## src/rtl/mem_if_pkg.sv

```systemverilog
// Shared definitions for the basic_ram port protocol and the dump reader FSM.
// Contents: data_size encodings, word stride in bytes, dump FSM state enum.
// Imported by ram_dump_reader and its timer.
package mem_if_pkg;

    // data_size encodings on the RAM port
    localparam logic [1:0] SZ_BYTE = 2'b00;
    localparam logic [1:0] SZ_HALF = 2'b01;
    localparam logic [1:0] SZ_WORD = 2'b11;

    // byte distance between consecutive words
    localparam int WORD_STRIDE = 4;

    typedef enum logic [2:0] {
        DS_IDLE = 3'd0,
        DS_REQ  = 3'd1,
        DS_WAIT = 3'd2,
        DS_OUT  = 3'd3,
        DS_DONE = 3'd4
    } dump_state_t;

endpackage

```

## src/rtl/ram_wait_timer.sv

```systemverilog
// Purpose: loadable down-counter that flags when a RAM wait has run out of budget.
// Latency: load takes effect next cycle; expired is a combinational decode of the count.
// Backpressure: none; counts while en is high and holds at zero.
// Ports: clk, rst (sync active-high), load/load_val (preset), en (count), expired (count == 0).
module ram_wait_timer #(
    parameter int W = 8
) (
    input  logic         clk,
    input  logic         rst,
    input  logic         load,
    input  logic [W-1:0] load_val,
    input  logic         en,
    output logic         expired
);

    logic [W-1:0] cnt;

    always_ff @(posedge clk) begin
        if (rst) begin
            cnt <= '0;
        end else if (load) begin
            cnt <= load_val;
        end else if (en && (cnt != '0)) begin
            cnt <= cnt - 1'b1;
        end
    end

    assign expired = (cnt == '0);

endmodule

```

## src/rtl/ram_dump_reader.sv

```systemverilog
// Purpose: walks a word range of basic_ram (cs/we/oe/data_size/mem_done) and streams words out on valid/ready.
// Latency: ram_ready in cycle N -> out_valid in cycle N+1; one REQ cycle precedes each RAM wait.
// Backpressure: out_valid holds data/addr until out_ready; no new RAM request is issued while stalled.
// Ports: clk, rst (sync active-high); start/base_addr/word_count control; busy/finished/timeout_err status;
//        ram_* RAM master port; out_valid/out_ready/out_data/out_addr stream; checksum.
// Build option: define DUMP_CHECKSUM_EN to enable the running checksum of accepted words (else tied to 0).
module ram_dump_reader
    import mem_if_pkg::*;
#(
    parameter int ADDR_W      = 32,
    parameter int DATA_W      = 32,
    parameter int CNT_W       = 16,
    parameter int TIMEOUT_CYC = 255
) (
    input  logic              clk,
    input  logic              rst,
    input  logic              start,
    input  logic [ADDR_W-1:0] base_addr,
    input  logic [CNT_W-1:0]  word_count,
    output logic              busy,
    output logic              finished,
    output logic              timeout_err,
    output logic [ADDR_W-1:0] ram_addr,
    output logic [DATA_W-1:0] ram_d_in,
    output logic              ram_cs,
    output logic              ram_we,
    output logic              ram_oe,
    output logic [1:0]        ram_data_size,
    input  logic [DATA_W-1:0] ram_d_out,
    input  logic              ram_ready,
    output logic              out_valid,
    input  logic              out_ready,
    output logic [DATA_W-1:0] out_data,
    output logic [ADDR_W-1:0] out_addr,
    output logic [DATA_W-1:0] checksum
);

    localparam int TW = (TIMEOUT_CYC < 2) ? 1 : $clog2(TIMEOUT_CYC + 1);
    // Timer is preset in REQ so that it reads zero on the last allowed WAIT cycle.
    localparam logic [TW-1:0] TIMER_PRESET = TW'(TIMEOUT_CYC - 1);

    dump_state_t       state, state_nxt;
    logic [ADDR_W-1:0] addr;
    logic [CNT_W-1:0]  remaining;
    logic [DATA_W-1:0] data_q;
    logic [ADDR_W-1:0] data_addr_q;
    logic              timeout_q;

    logic accept_start;
    logic take_word;
    logic handshake;
    logic abort;
    logic timer_load;
    logic timer_en;
    logic timer_expired;

    ram_wait_timer #(.W(TW)) u_timer (
        .clk      (clk),
        .rst      (rst),
        .load     (timer_load),
        .load_val (TIMER_PRESET),
        .en       (timer_en),
        .expired  (timer_expired)
    );

    always_ff @(posedge clk) begin
        if (rst) begin
            state <= DS_IDLE;
        end else begin
            state <= state_nxt;
        end
    end

    always_comb begin
        state_nxt    = state;
        accept_start = 1'b0;
        take_word    = 1'b0;
        handshake    = 1'b0;
        abort        = 1'b0;
        timer_load   = 1'b0;
        timer_en     = 1'b0;
        case (state)
            DS_IDLE, DS_DONE: begin
                if (start) begin
                    accept_start = 1'b1;
                    state_nxt    = (word_count == '0) ? DS_DONE : DS_REQ;
                end
            end
            DS_REQ: begin
                timer_load = 1'b1;
                state_nxt  = DS_WAIT;
            end
            DS_WAIT: begin
                // A late ram_ready on the final budget cycle still counts as a hit.
                if (ram_ready) begin
                    take_word = 1'b1;
                    state_nxt = DS_OUT;
                end else if (timer_expired) begin
                    abort     = 1'b1;
                    state_nxt = DS_DONE;
                end else begin
                    timer_en = 1'b1;
                end
            end
            DS_OUT: begin
                if (out_ready) begin
                    handshake = 1'b1;
                    state_nxt = (remaining == CNT_W'(1)) ? DS_DONE : DS_REQ;
                end
            end
            default: state_nxt = DS_IDLE;
        endcase
    end

    always_ff @(posedge clk) begin
        if (rst) begin
            addr        <= '0;
            remaining   <= '0;
            data_q      <= '0;
            data_addr_q <= '0;
            timeout_q   <= 1'b0;
        end else begin
            if (accept_start) begin
                addr      <= {base_addr[ADDR_W-1:2], 2'b00};
                remaining <= word_count;
                timeout_q <= 1'b0;
            end
            if (take_word) begin
                data_q      <= ram_d_out;
                data_addr_q <= addr;
            end
            if (handshake) begin
                remaining <= remaining - 1'b1;
                addr      <= addr + ADDR_W'(WORD_STRIDE);
            end
            if (abort) begin
                timeout_q <= 1'b1;
            end
        end
    end

`ifdef DUMP_CHECKSUM_EN
    logic [DATA_W-1:0] sum_q;

    always_ff @(posedge clk) begin
        if (rst) begin
            sum_q <= '0;
        end else if (accept_start) begin
            sum_q <= '0;
        end else if (handshake) begin
            sum_q <= sum_q + data_q;
        end
    end

    assign checksum = sum_q;
`else
    assign checksum = '0;
`endif

    // cs/oe span REQ and WAIT so the RAM sees one continuous access per word.
    assign ram_cs        = (state == DS_REQ) || (state == DS_WAIT);
    assign ram_oe        = ram_cs;
    assign ram_we        = 1'b0;
    assign ram_d_in      = '0;
    assign ram_data_size = SZ_WORD;
    assign ram_addr      = addr;

    assign busy        = (state == DS_REQ) || (state == DS_WAIT) || (state == DS_OUT);
    assign finished    = (state == DS_DONE);
    assign timeout_err = timeout_q;
    assign out_valid   = (state == DS_OUT);
    assign out_data    = data_q;
    assign out_addr    = data_addr_q;

endmodule

```

## config.mk

```make
export PLATFORM = sky130hd
export DESIGN_NAME = ram_dump_reader
export DESIGN_NICKNAME = d
export VERILOG_FILES = /design/src/rtl/mem_if_pkg.sv /design/src/rtl/ram_wait_timer.sv /design/src/rtl/ram_dump_reader.sv
export SDC_FILE = /design/constraint.sdc
export NUM_CORES = 1
export LEC_CHECK = 0
export ABC_AREA = 1
export BUFFER_PORTS_ARGS = -buffer_cell sky130_fd_sc_hd__buf_2
export CORE_ASPECT_RATIO = 2
export CORE_MARGIN = 2
export CORE_UTILIZATION = 54
export CTS_CLUSTER_DIAMETER = 100
export CTS_CLUSTER_SIZE = 25
export DETAILED_ROUTE_END_ITERATION = 12
export PLACE_DENSITY = 0.87
export SLEW_MARGIN = 20
export SYNTH_ARGS = -nofsm -noshare
export SYNTH_HDL_FRONTEND = slang
export SYNTH_SLANG_ARGS = --single-unit
```

## constraint.sdc

```tcl
create_clock -name clk -period 3.1 [get_ports clk]
set_input_delay 0 -clock clk [delete_from_list [all_inputs] [get_ports clk]]
set_output_delay 0 -clock clk [all_outputs]
set_load 0.01 [all_outputs]
```

Word level (Yosys, flattened, before mapping)
Cells that the tools add are included. W data, S select, Z words.

Flip-flop bits (word level): 124. Bits of input ports: 85. Output and inout port bits: 169. Word-level logic and storage cells: 60.

Add/sub/neg operators: 3. Eq/ne operators: 8. Mux-type cells: 28. Reduce and logical (&&, ||, !) cells: 13.

Operator list (count): $mux W32 (2); $add A32 B3 Y32 const B (1); $mux W16 (2); $mux W3 (6); $eq A16 B1 Y1 const B (1); $logic_not A16 Y1 (1); $mux W8 (2); $sub A16 B1 Y16 const B (1); $mux W1 (15); $pmux W3 S4 (1); $logic_not A8 Y1 (1); $reduce_bool A8 Y1 (1); $sub A8 B1 Y8 const B (1); $eq A3 B2 Y1 const B (2); $reduce_bool A2 Y1 (3); $reduce_or A2 Y1 (2); $eq A3 B1 Y1 const B (1); $eq A3 B3 Y1 const B (1); $logic_not A3 Y1 (1); $ne A3 B3 Y1 const B (1); $reduce_and A3 Y1 (1); $logic_or A1 B1 Y1 (2); $ne A2 B1 Y1 const B (1); $ne A2 B2 Y1 const B (1); $logic_and A1 B1 Y1 (1).

Longest topological paths before layout
Word-level depth: 7. Mapped depth: 11. Mapped depth without buffers: 11.

By module
A second synthesis with hierarchy kept.

Cell total of the unflattened synthesis: 1046. Area, all modules: 6821.5 µm².

By module, submodules not included: ram_dump_reader (instances 1, cells each 942, area an instance 6221.0 µm², sequential area each 2242.2 µm²); ram_wait_timer (instances 1, cells each 104, area an instance 600.6 µm², sequential area each 160.2 µm²).

Worst setup path after synthesis
No wires, ideal clock.

Path kind: register to register. From: register addr[3] (netlist: ram_addr[3]). To: register addr[22] (netlist: ram_addr[22]). Data arrival time: 1.485 ns. Data required time: 2.991 ns. Setup slack: 1.506 ns. Cell stages (with the launch flop): 11. Buffers on the path: 0. Period minus slack after synthesis: 1.594 ns. Cells stage by stage: dfxtp_1 -> ha_1 -> inv_1 -> nor2_1 -> nand3_1 -> nor3_2 -> nand2_1 -> nand2_1 -> nand3_1 -> nand2_1 -> inv_1.

Word-level cells in the longest chain between the ends: 2.

RTL lines: start, declared (line ram_dump_reader.sv:43) `logic [ADDR_W-1:0] addr;`; start signal, assigned (line ram_dump_reader.sv:124) `addr <= {base_addr[ADDR_W-1:2], 2'b00};`; start signal, assigned (line ram_dump_reader.sv:134) `addr <= addr + ADDR_W'(WORD_STRIDE);`; $add A32 B3 Y32 (line ram_dump_reader.sv:134); $mux W32 (line ram_dump_reader.sv:132) `if (handshake) begin`.

Every way passes these cells. A chain may end at the register's enable or synchronous reset.

Final worst setup path
From: register state[1]. To: register remaining[3].

Word-level cells in the longest chain between the ends: 4. Elaborated cells between the ends (all ways): 8. Those cells by class: 2 x eq/ne; 3 x mux; 3 x reduce/logical.

RTL lines: start, declared (line ram_dump_reader.sv:42) `dump_state_t state, state_nxt;`; start signal, assigned (line ram_dump_reader.sv:70) `state <= state_nxt;`; $eq A3 B3 Y1 or $logic_not A3 Y1 (tied branches) (line ram_dump_reader.sv:82) `case (state)`; $reduce_or A2 Y1 (line ram_dump_reader.sv:82); $mux W1 (line ram_dump_reader.sv:82); $reduce_bool A2 Y1 (no source line); end signal, assigned (line ram_dump_reader.sv:125) `remaining <= word_count;`; end signal, assigned (line ram_dump_reader.sv:133) `remaining <= remaining - 1'b1;`; end, declared (line ram_dump_reader.sv:44) `logic [CNT_W-1:0] remaining;`.

Parallel ways exist; a longest one is shown, timed or not.

==> impl_metrics.tcl <==
set metrics [dict create \
    grt_first_pass_wirelength_um 33670 \
    powerDensity_nw_per_um2 758.6 \
    dr.pass1.iters 5 \
    final_antenna_net_count 0 \
    final_min_period_over_clock_period_pct 83.37 \
    pin_count_of_the_biggest_net_entering_global_routing 68 \
    max_slew.worst_pin.slew_ns 0.8050 \
    gr-total-overflow 0 \
    cts_max_path_buffers 2 \
    worst_hold_path_type "input pin to flop" \
    tritoncts.num_buffers 17 \
    yosys.area_share.adder_pct 0.7566 \
    critical_register_to_register_path_startpoint "state[1]$_SDFFE_PP0P_" \
    fp.dieArea_um2 13200 \
    status "finished with violations" \
    ir_drop_uv 494.7 \
    tritoncts "built" \
    grt_antenna_before_repair 0 \
    die_x_um 82.26 \
    yosysWarningCount 0 \
    hold_slack_ns -0.006406 \
    failing_checks "negative hold slack" \
    timing.reg2reg.worst_path_depth 8 \
    power.leakage_nw 4.106 \
    worst_slew_margin_rel_pct 46.26 \
    top_library_cells_by_usage_in_the_layout_fill_and_taps_aside "sky130_fd_sc_hd__nand2_1, sky130_fd_sc_hd__nor2_1, sky130_fd_sc_hd__buf_2" \
    number_of_levels_in_the_clock_h_tree 4 \
    routed_via_density 5.340 \
    r2r-end "remaining[3]$_SDFFE_PP0P_" \
    root_buffer "sky130_fd_sc_hd__clkbuf_16" \
    initial_utilization_pct 54.88 \
    detail_route.iter0.violations 425 \
    top_level_ports 254 \
    finalCriticalPeriod_ns 2.584 \
    worstHoldStart "word_count[9]" \
    post_synthesis_compound_gate_area_fraction_pct 14.26 \
    criticalPathCategory "flop to flop" \
    yosys.area_share.xor_xnor_pct 2.118 \
    layout.cells.most_common "sky130_fd_sc_hd__nand2_1" \
    row_count 57 \
    clock-skew-final_ns 0.008651 \
    placeableCoreArea_um2 12050 \
    clock_insertion_delay_at_the_later_pin_of_the_skew_report_ns 0.42 \
    min_delay_worst_endpoint "remaining[9]$_SDFFE_PP0P_" \
    place.detailed.hpwl_um 14340 \
    timing.critical_path.required_ns 3.46 \
    slew_viol_final 0 \
    numPortBuffers 180 \
    final_net_count 1328 \
    post_synth_mux_area_share_pct 0 \
    gp_routability_congestion 0.9667 \
    cell_area_after_synthesis_um2 6615 \
    critPathMaxFanout 28 \
    clock_sink_count 120 \
    start_kind "flop" \
    setup_viol_count_final 0 \
    hold_violations 1 \
    drive_gt1_share_pct 19.09 \
    num_antenna_cells 0 \
    n_fill_cell 969 \
    share_of_flip_flops_with_an_asynchronous_set_or_reset_after_synthesis_pct 0 \
    timing.reg2reg.setup_slack_ns 0.52 \
    number_of_global_route_vias_before_repair 7235 \
    yosys.area_share.simple_pct 31.42 \
    timing.fmax_mhz 386.9 \
    postSynthRegisterBits 120 \
    whs_path_depth 4 \
    finalSetupTns_ns 0 \
    wirelength_um 21420 \
    worst_setup_hold_path_clk_slew_ns 0.06 \
    yosys.cell_types.count 37 \
    grt_util_all_layers_pct 32.90 \
    ys_dominant_reg_cell "sky130_fd_sc_hd__dfxtp_1" \
    synth_top_area_cell "sky130_fd_sc_hd__dfxtp_1" \
    synth_sequential_area_ratio_pct 36.32 \
    synth-edff-count 0 \
    cp_data_arrival_time_ns 2.94 \
    netlist_instances 1003 \
    post_synth.cell_area_avg_um2 6.595 \
    synth_top_cell_area_share_pct 36.32 \
    route.vias.total 7471 \
    timing.max_cap.violations 0 \
    synth_top_family_by_area "simple AND/OR/NAND/NOR gates" \
    grt_setup_unrepaired "no" \
    yosys-top-cells-area "sky130_fd_sc_hd__dfxtp_1, sky130_fd_sc_hd__nand2_1, sky130_fd_sc_hd__nor2_1" \
    areaGrowthSynthToFinish_pct 29.68 \
    route.detailed.drc 0 \
    routedWlPerCell_um 15.31 \
    endpoint_kind "flop" \
    die_height_um 160.5 \
]
-- Yosys cell counts, drive strengths merged, types with 2 or more instances --
library cell,count
a21oi,64
a31oi,7
nor3,5
nand3b,2
nand4,7
buf,90
or2,5
o22ai,3
ha,4
clkbuf,20
o21a,15
o211ai,2
inv,70
xnor2,2
dfxtp,120
nor2,192
nand3,64
conb,2
nand2,230
o21ai,80
xor2,14
-- state kept, by name, indices dropped and copies added, names as in the netlist --
register,count
out_addr,30
state,3
timeout_err,1
u_timer.cnt,8
ram_addr,30
remaining,16
out_data,32
-- cell families after synthesis --
group                      Yosys count
DFF                                120
adders and majority gates            4
other                                2
xor gates and xnor gates            16
AOI/OAI and AO/OA                  175
and+or+nand+nor                    505
buffers and inverters              181
-- timing repair --
action | in CTS | in global routing
endpoints found under the hold margin | 71 | 0
setup buffers | 0 | 0
hold buffers | 72 | 0
gates resized for setup | 0 | 0
-- final cells by class --
cell class / count / area [um^2] / share of cell area [%]
Tap cell: 147 / 183.9 / 2.144
Inverter: 71 / 266.5 / 3.107
Clock buffer: 18 / 439.2 / 5.120
Clock inverter: 14 / 128.9 / 1.502
Timing Repair Buffer: 258 / 1679 / 19.57
Multi-Input combinational cell: 771 / 3478 / 40.55
Sequential cell: 120 / 2402 / 28.00
-- worst max path at each step --
stage | from | end | depth (start not counted)
2_1_floorplan | ram_addr[3]$_SDFFE_PP0P_ | ram_addr[22]$_SDFFE_PP0P_ | 10
3_3_place_gp | state[1]$_SDFFE_PP0P_ | ram_addr[7]$_SDFFE_PP0P_ | 7
3_5_place_dp | state[1]$_SDFFE_PP0P_ | ram_addr[12]$_SDFFE_PP0P_ | 8
4_1_cts | state[1]$_SDFFE_PP0P_ | remaining[3]$_SDFFE_PP0P_ | 8
5_1_grt | state[1]$_SDFFE_PP0P_ | remaining[3]$_SDFFE_PP0P_ | 8
6_report | state[1]$_SDFFE_PP0P_ | remaining[3]$_SDFFE_PP0P_ | 8
-- worst max-delay path, stage by stage (launching register included) --
cell and delay, ns:
sky130_fd_sc_hd__dfxtp_1 0.35, sky130_fd_sc_hd__nor2_1 0.22, sky130_fd_sc_hd__nand2_1 0.45, sky130_fd_sc_hd__inv_2 0.60, sky130_fd_sc_hd__nand2_1 0.09, sky130_fd_sc_hd__o21ai_0 0.09
sky130_fd_sc_hd__a31oi_1 0.05, sky130_fd_sc_hd__dlygate4sd3_1 0.59, sky130_fd_sc_hd__nor2_1 0.08
-- metrics by stage --
step                      std cells  setup WS [ns]  util [%]  cell area, um^2  total power, mW
after floorplan                1072          1.506         -             6874            3.840
after global routing           1399         0.3846     71.17             8578            6.887
after detailed placement       1295          1.048     60.48             7289            4.485
after CTS                      1399         0.5332     71.17             8578            6.452
after global placement         1295          1.086     60.48             7289            4.417
final                          1399         0.5155     71.17             8578            6.507
-- layer usage --
layer	vias to the layer above	global-route usage, %	wire length, um	part of all wire [%]
met4	0	22.95	1496	7.0
li1	3547	-	-	-
met5	-	0	0	0
met3	119	5.843	1514	7.1
met2	425	57.81	11100	52
met1	3380	33.33	7310	34
-- power breakdown --
part	internal, mW	switching [mW]
Sequential	1.90	0.348
Combinational	0.868	1.49
Clock	1.08	0.820
Total	3.85	2.66
(Power assumes the default switching activity.)
